--- src/rtl/mpc_constraint_slack_check.sv ---
// mpc_constraint_slack_check
// Streams the constraint vector h[] and the product gu[] = G*U. For each row it
// computes the saturated slack s = h - gu, writes s to the slack RAM, and
// accumulates the results the QP active-set update needs.
//
// Ports:
//   ap_clk, ap_rst_n         clock, synchronous active-low reset
//   ap_start/done/idle/ready block-level handshake
//   h_*, gu_*                read ports, 1-cycle read latency
//   s_*                      slack RAM write port
//   active_mask, n_active    rows with s <= TOL, and how many of them
//   max_viol, viol_flag      largest shortfall (-s) and whether it is nonzero
module mpc_constraint_slack_check #(
    parameter int N_CON  = 20,
    parameter int DATA_W = 32,
    parameter int ADDR_W = 5,
    parameter logic signed [DATA_W-1:0] TOL = 32'sd66
) (
    input  logic              ap_clk,
    input  logic              ap_rst_n,
    input  logic              ap_start,
    output logic              ap_done,
    output logic              ap_idle,
    output logic              ap_ready,
    output logic [ADDR_W-1:0] h_address0,
    output logic              h_ce0,
    input  logic [DATA_W-1:0] h_q0,
    output logic [ADDR_W-1:0] gu_address0,
    output logic              gu_ce0,
    input  logic [DATA_W-1:0] gu_q0,
    output logic [ADDR_W-1:0] s_address0,
    output logic              s_ce0,
    output logic              s_we0,
    output logic [DATA_W-1:0] s_d0,
    output logic [N_CON-1:0]  active_mask,
    output logic [ADDR_W-1:0] n_active,
    output logic [DATA_W-1:0] max_viol,
    output logic              viol_flag
);

    typedef enum logic [1:0] {IDLE, RUN, DRAIN, DONE} state_t;

    localparam logic [ADDR_W-1:0] LAST  = ADDR_W'(N_CON - 1);
    localparam logic [DATA_W-1:0] S_MAX = {1'b0, {(DATA_W-1){1'b1}}};
    localparam logic [DATA_W-1:0] S_MIN = {1'b1, {(DATA_W-1){1'b0}}};
    localparam logic [N_CON-1:0]  ONE   = {{(N_CON-1){1'b0}}, 1'b1};

    state_t              state_q, state_d;
    logic [ADDR_W-1:0]   r_q, r_d;
    logic                wr_vld_q, wr_vld_d;   // data stage holds a valid row
    logic [ADDR_W-1:0]   wr_idx_q, wr_idx_d;   // row index of that data
    logic [N_CON-1:0]    active_mask_q, active_mask_d;
    logic [ADDR_W-1:0]   n_active_q, n_active_d;
    logic [DATA_W-1:0]   max_viol_q, max_viol_d;
    logic                viol_flag_q, viol_flag_d;

    logic                start_acc;
    logic signed [DATA_W:0] diff;
    logic [DATA_W-1:0]   s_sat;
    logic [DATA_W-1:0]   viol;
    logic                row_active;

    // State register
    always_ff @(posedge ap_clk) begin
        if (!ap_rst_n) begin
            state_q       <= IDLE;
            r_q           <= '0;
            wr_vld_q      <= 1'b0;
            wr_idx_q      <= '0;
            active_mask_q <= '0;
            n_active_q    <= '0;
            max_viol_q    <= '0;
            viol_flag_q   <= 1'b0;
        end else begin
            state_q       <= state_d;
            r_q           <= r_d;
            wr_vld_q      <= wr_vld_d;
            wr_idx_q      <= wr_idx_d;
            active_mask_q <= active_mask_d;
            n_active_q    <= n_active_d;
            max_viol_q    <= max_viol_d;
            viol_flag_q   <= viol_flag_d;
        end
    end

    assign start_acc = (state_q == IDLE) && ap_start;

    // Next state and read index
    always_comb begin
        state_d = state_q;
        r_d     = r_q;
        case (state_q)
            IDLE:  if (ap_start) begin
                       state_d = RUN;
                       r_d     = '0;
                   end
            RUN:   if (r_q == LAST) state_d = DRAIN;
                   else             r_d     = r_q + 1'b1;
            DRAIN: state_d = DONE;
            DONE:  state_d = IDLE;
            default: state_d = IDLE;
        endcase
    end

    // Outputs of the FSM
    always_comb begin
        ap_idle     = (state_q == IDLE);
        ap_done     = (state_q == DONE);
        ap_ready    = (state_q == DONE);
        h_ce0       = (state_q == RUN);
        gu_ce0      = (state_q == RUN);
        h_address0  = (state_q == RUN) ? r_q : '0;
        gu_address0 = (state_q == RUN) ? r_q : '0;
    end

    // Data stage: one cycle behind the read issue
    always_comb begin
        wr_vld_d = (state_q == RUN);
        wr_idx_d = r_q;

        diff = {h_q0[DATA_W-1], h_q0} - {gu_q0[DATA_W-1], gu_q0};
        // The two top bits disagree only when the result overflows DATA_W.
        if (diff[DATA_W] != diff[DATA_W-1])
            s_sat = diff[DATA_W] ? S_MIN : S_MAX;
        else
            s_sat = diff[DATA_W-1:0];

        row_active = ($signed(s_sat) <= TOL);

        // Negating the most negative value would wrap, so clamp it.
        if (!s_sat[DATA_W-1]) viol = '0;
        else if (s_sat == S_MIN) viol = S_MAX;
        else viol = -s_sat;

        s_ce0      = wr_vld_q;
        s_we0      = wr_vld_q;
        s_address0 = wr_vld_q ? wr_idx_q : '0;
        s_d0       = wr_vld_q ? s_sat : '0;

        active_mask_d = active_mask_q;
        n_active_d    = n_active_q;
        max_viol_d    = max_viol_q;
        viol_flag_d   = viol_flag_q;
        if (start_acc) begin
            active_mask_d = '0;
            n_active_d    = '0;
            max_viol_d    = '0;
            viol_flag_d   = 1'b0;
        end else if (wr_vld_q) begin
            if (row_active) begin
                active_mask_d = active_mask_q | (ONE << wr_idx_q);
                n_active_d    = n_active_q + 1'b1;
            end
            // Both operands are non-negative, so an unsigned compare is exact.
            if (viol > max_viol_q) max_viol_d = viol;
            viol_flag_d = (max_viol_d != '0);
        end
    end

    assign active_mask = active_mask_q;
    assign n_active    = n_active_q;
    assign max_viol    = max_viol_q;
    assign viol_flag   = viol_flag_q;

endmodule

--- config.mk ---
export PLATFORM = sky130hd
export DESIGN_NAME = mpc_constraint_slack_check
export DESIGN_NICKNAME = d
export VERILOG_FILES = /design/src/rtl/mpc_constraint_slack_check.sv
export SDC_FILE = /design/constraint.sdc
export NUM_CORES = 1
export LEC_CHECK = 0
export CAP_MARGIN = 25
export CORE_UTILIZATION = 52
export DETAILED_ROUTE_END_ITERATION = 12
export PLACE_DENSITY = 0.9
export SLEW_MARGIN = 20
export SYNTH_ARGS = -nofsm -noshare
export SYNTH_HDL_FRONTEND = slang
export SYNTH_SLANG_ARGS = --single-unit
--- constraint.sdc ---
create_clock -name ap_clk -period 12.8 [get_ports ap_clk]
set_input_delay 3.2 -clock ap_clk [delete_from_list [all_inputs] [get_ports ap_clk]]
set_output_delay 3.2 -clock ap_clk [all_outputs]
set_load 0.1 [all_outputs]
==> metrics list <==
- Synthesis handed over a netlist of around 1100 instances.
- For flop-to-flop paths, the worst setup slack is just over 9 ns.
* Element type at the critical path start: input port
* # DRC: 0
- In this run the tightest slew margin relative to its limit is a little under a third.
- Dominant register cell in the synthesized netlist: dfxtp_1
* Share of the clock period used by the worst path: between 90% and 100%
* Minimum clock period: ~12 ns
* Slew at the pin closest to its max-slew limit: about 1.0 ns
- Worst hold path class: register to register
- Count of buffers added by post-CTS timing repair for setup: 0
- Post-cts gate resize count: 0
* Number of antenna violations at the first check in global routing: 0
* Slowest cell on the critical path: or3_1
- For hold timing, the worst endpoint is active_mask[12].
- After clock tree synthesis, the clock-pin slew on the worst setup and hold paths is 0.06 ns.
- Global routing finished with a remaining overflow of 0.
- The final layout contains around 1400 nets.
* Cell area after synthesis: 7750 um^2
- Cell area power density: between 150 and 200 nW/um^2
* Wirelength, routed: approximately 25000 um
- Total die area: approximately 15000 um^2
* Unrepaired setup endpoints after global routing: no
- Each instance of the synthesized netlist takes up on average 6.93 um^2.
* Buffers added on ports: approximately 180
* Horiz. Die Dim: about 120 um
* Most used cell along the critical path: ha_1
- At the later pin of the worst-skew pair, clock insertion delay measures 0.33 ns.
* Maximum number of pins on one net before global-route repair: 55
* Crit end category: register
- Total power: about 1600 uW
- Setup violations remaining at the end of the flow were counted as 0.
* Final Hold Fails: 0
- TritonCTS built the clock tree.
* Placement row count: 44
- Setup slack after placement: ~0.84 ns
- Antenna Cells: 0
- Worst flop-to-flop path endpoint: viol_flag
* Number of flip-flops and latches in the synthesized netlist: 71
- Status: complete, no violations
- Timing would allow up to ~84 MHz.
- Compared with the post-synthesis result, the final layout area differs by 26.3%.
- The number of pins with negative max-slew slack in the final report came to 0.
* Gr usage total: a little under a third
* Hold path startpoint: active_mask[12]
- The worst path meets setup with around 0.94 ns of slack.
- Commonest cells after routing, fill and taps aside: 189 x nor2_1, 148 x clkdlybuf4s50_1, 115 x a21oi_1
- The clock drives slightly above 70 sinks.
- After routing, the total negative slack on setup checks comes to 0 ns.
- Fraction of synthesis flops using an asynchronous set or reset pin: 0%
- Y dimension of the die: approximately 120 um
- In this run, post-CTS hold repair placed 0 buffers.
- Counting cells, the worst reg-to-reg path comes to 14.
* Number of global-route vias before repair: around 8100
* Number of buffers created by CTS: 9
- STA puts the critical path data required time at around 13 ns.
* Global-route wire length before repair: about 40000 um
- Final Wtd Congestion: approximately 0.99
- In the post-synthesis netlist, the biggest area contributors are dfxtp_1 18%, ha_1 12%, nor2_1 9.2%, a21oi_1 7.4%, inv_1 3.9%.
- Across the routed clock network, the largest skew measured is between 0.006 and 0.007 ns.
- For this run, the number of Yosys warnings is 0.
* Finished Core Util: about two thirds
- Critical path origin: gu_q0[4]
- The clock tree synthesis step divided the H-tree into 3 levels.
- Number of top-level pins: around 180
* Vias after detailed routing: between 8000 and 9000
* Max-capacitance violation count: 0
- The number of nets in the synthesized netlist is 1260.
- Of the post-synthesis cell area, the dominant cell type holds approximately 18%.
* Post-synth EDFFs: 0
* Leakage power: between 0.003 and 0.004 uW
- Detailed placement finished with a half-perimeter wire length of around 19000 um.
* Maximum number of buffers from clock root to sink: 2
- For this block, the initial DRC count from the detailed router was just over 1000.
- The initial utilization of the core area, before any placement, comes to 53.3%.
- Drt via density: between 6 and 7
- On the worst path, the slowest cell contributes a delay of slightly above 0.6 ns.
* First-pass detailed-route iteration total: 8
* Routed wirelength normalized by instance count: between 15 and 20 um
* Number of nets still failing antenna checks after routing: 0
- Of the cells placed in the final design, the portion with a size suffix greater than 1 is 7.81%.
- Cells on Worst Hold Path: 2
- VDD sags by at most between 0.00015 and 0.0002 V.
* Met3 track demand over resource in global routing: roughly 4.9%
- met2 is the most crowded layer.
- Arrival time at the worst endpoint: 12.07 ns
- Total placed cells including tap cells: about 1400
* Most frequent standard cell in the layout excluding fill and tap cells: nor2_1
- Global routing consumed, on the met2 layer, 53.2% of the routing resources.
* Peak fanout along the critical path: 14
- Number of standard cells in the layout, taps in and fillers out: about 1400
- In this run the critical register-to-register path is launched from max_viol[1].
- The biggest area contributor in the post-synthesis netlist is dfxtp_1.
- The region available for standard cell placement spans 14500 um^2.
- Sequential fraction of the synthesis area: around 18%
- Yosys mapped the design onto 90 distinct sky130hd cell types.
* GR met1 Demand/Resource: between 40% and 50%
- The critical path is of the input port to register type.
- CTS placed an instance of clkbuf_16 at the clock tree root.
layer usage:
layer	part of all wire, %	wire [um]
met1	42	10300
met2	47	11700
met3	8.2	2040
met4	3.0	747
met5	0	0
state kept, by name, summed over array words and instances, names as in the netlist:
register,flops
r_q,5
state_q,2
s_ce0,1
viol_flag,1
max_viol,32
active_mask,20
n_active,5
wr_idx_q,5
synthesized netlist by cell type, drive strengths merged (16+ instances only):
cell type / instances
a31oi: 27
clkbuf: 38
a21oi: 118
xnor2: 19
nor3: 25
inv: 81
nand4: 39
xor2: 20
buf: 28
nand2: 76
nor2: 191
nand3: 24
and2: 26
o21ai: 53
a21o: 16
ha: 74
dfxtp: 71
logic make-up after synthesis:
family / after synthesis / share of synthesized area [%]
simple gates: 462 / 29.0
compound gates: 315 / 27.0
buf+inv: 148 / 7.76
fa+ha+maj: 75 / 12.2
flops: 71 / 18.3
xor+xnor: 39 / 4.60
mux: 8 / 1.08
power breakdown:
group	switching (uW)	internal [uW]	total, uW	leakage [uW]
logic	741	323	1060	0.00320
clock network	96.6	177	273	0.000155
registers	15.7	233	248	0.000573
area by class of cell:
class / instances / area, um^2
Tap cell: 184 / 230
Timing Repair Buffer: 186 / 1770
Clock buffer: 10 / 239
Multi-Input combinational cell: 899 / 5730
Clock inverter: 6 / 92.6
Inverter: 82 / 308
Sequential cell: 71 / 1420
Fill cell: 1226 / 4750
metrics by stage:
step / hold WS (ns) / cell area (um^2)
6_report: 0.477 / 9790
5_1_grt: 0.509 / 9790
4_1_cts: 0.474 / 9790
3_5_place_dp: 0.459 / 9460
3_3_place_gp: 0.447 / 9460
2_1_floorplan: 0.450 / 7750
worst max-delay path by stage:
stage	endpoint	slack, ns	cells past startpoint
floorplan	s_d0[1]	1.64	18
global placement	viol_flag	1.08	33
detailed placement	viol_flag	0.84	33
CTS	viol_flag	1.16	33
global route	viol_flag	0.23	33
finish	viol_flag	0.94	33
critical path: cells and delay by family:
family                     cells  cell delay (ns)
AOI/OAI and AO/OA             16             3.52
xor gates and xnor gates       1             0.11
adders and majority gates      4             1.63
buffers and inverters          3             0.64
and+or+nand+nor                9             2.93
Power figures use the tool's default switching activity.
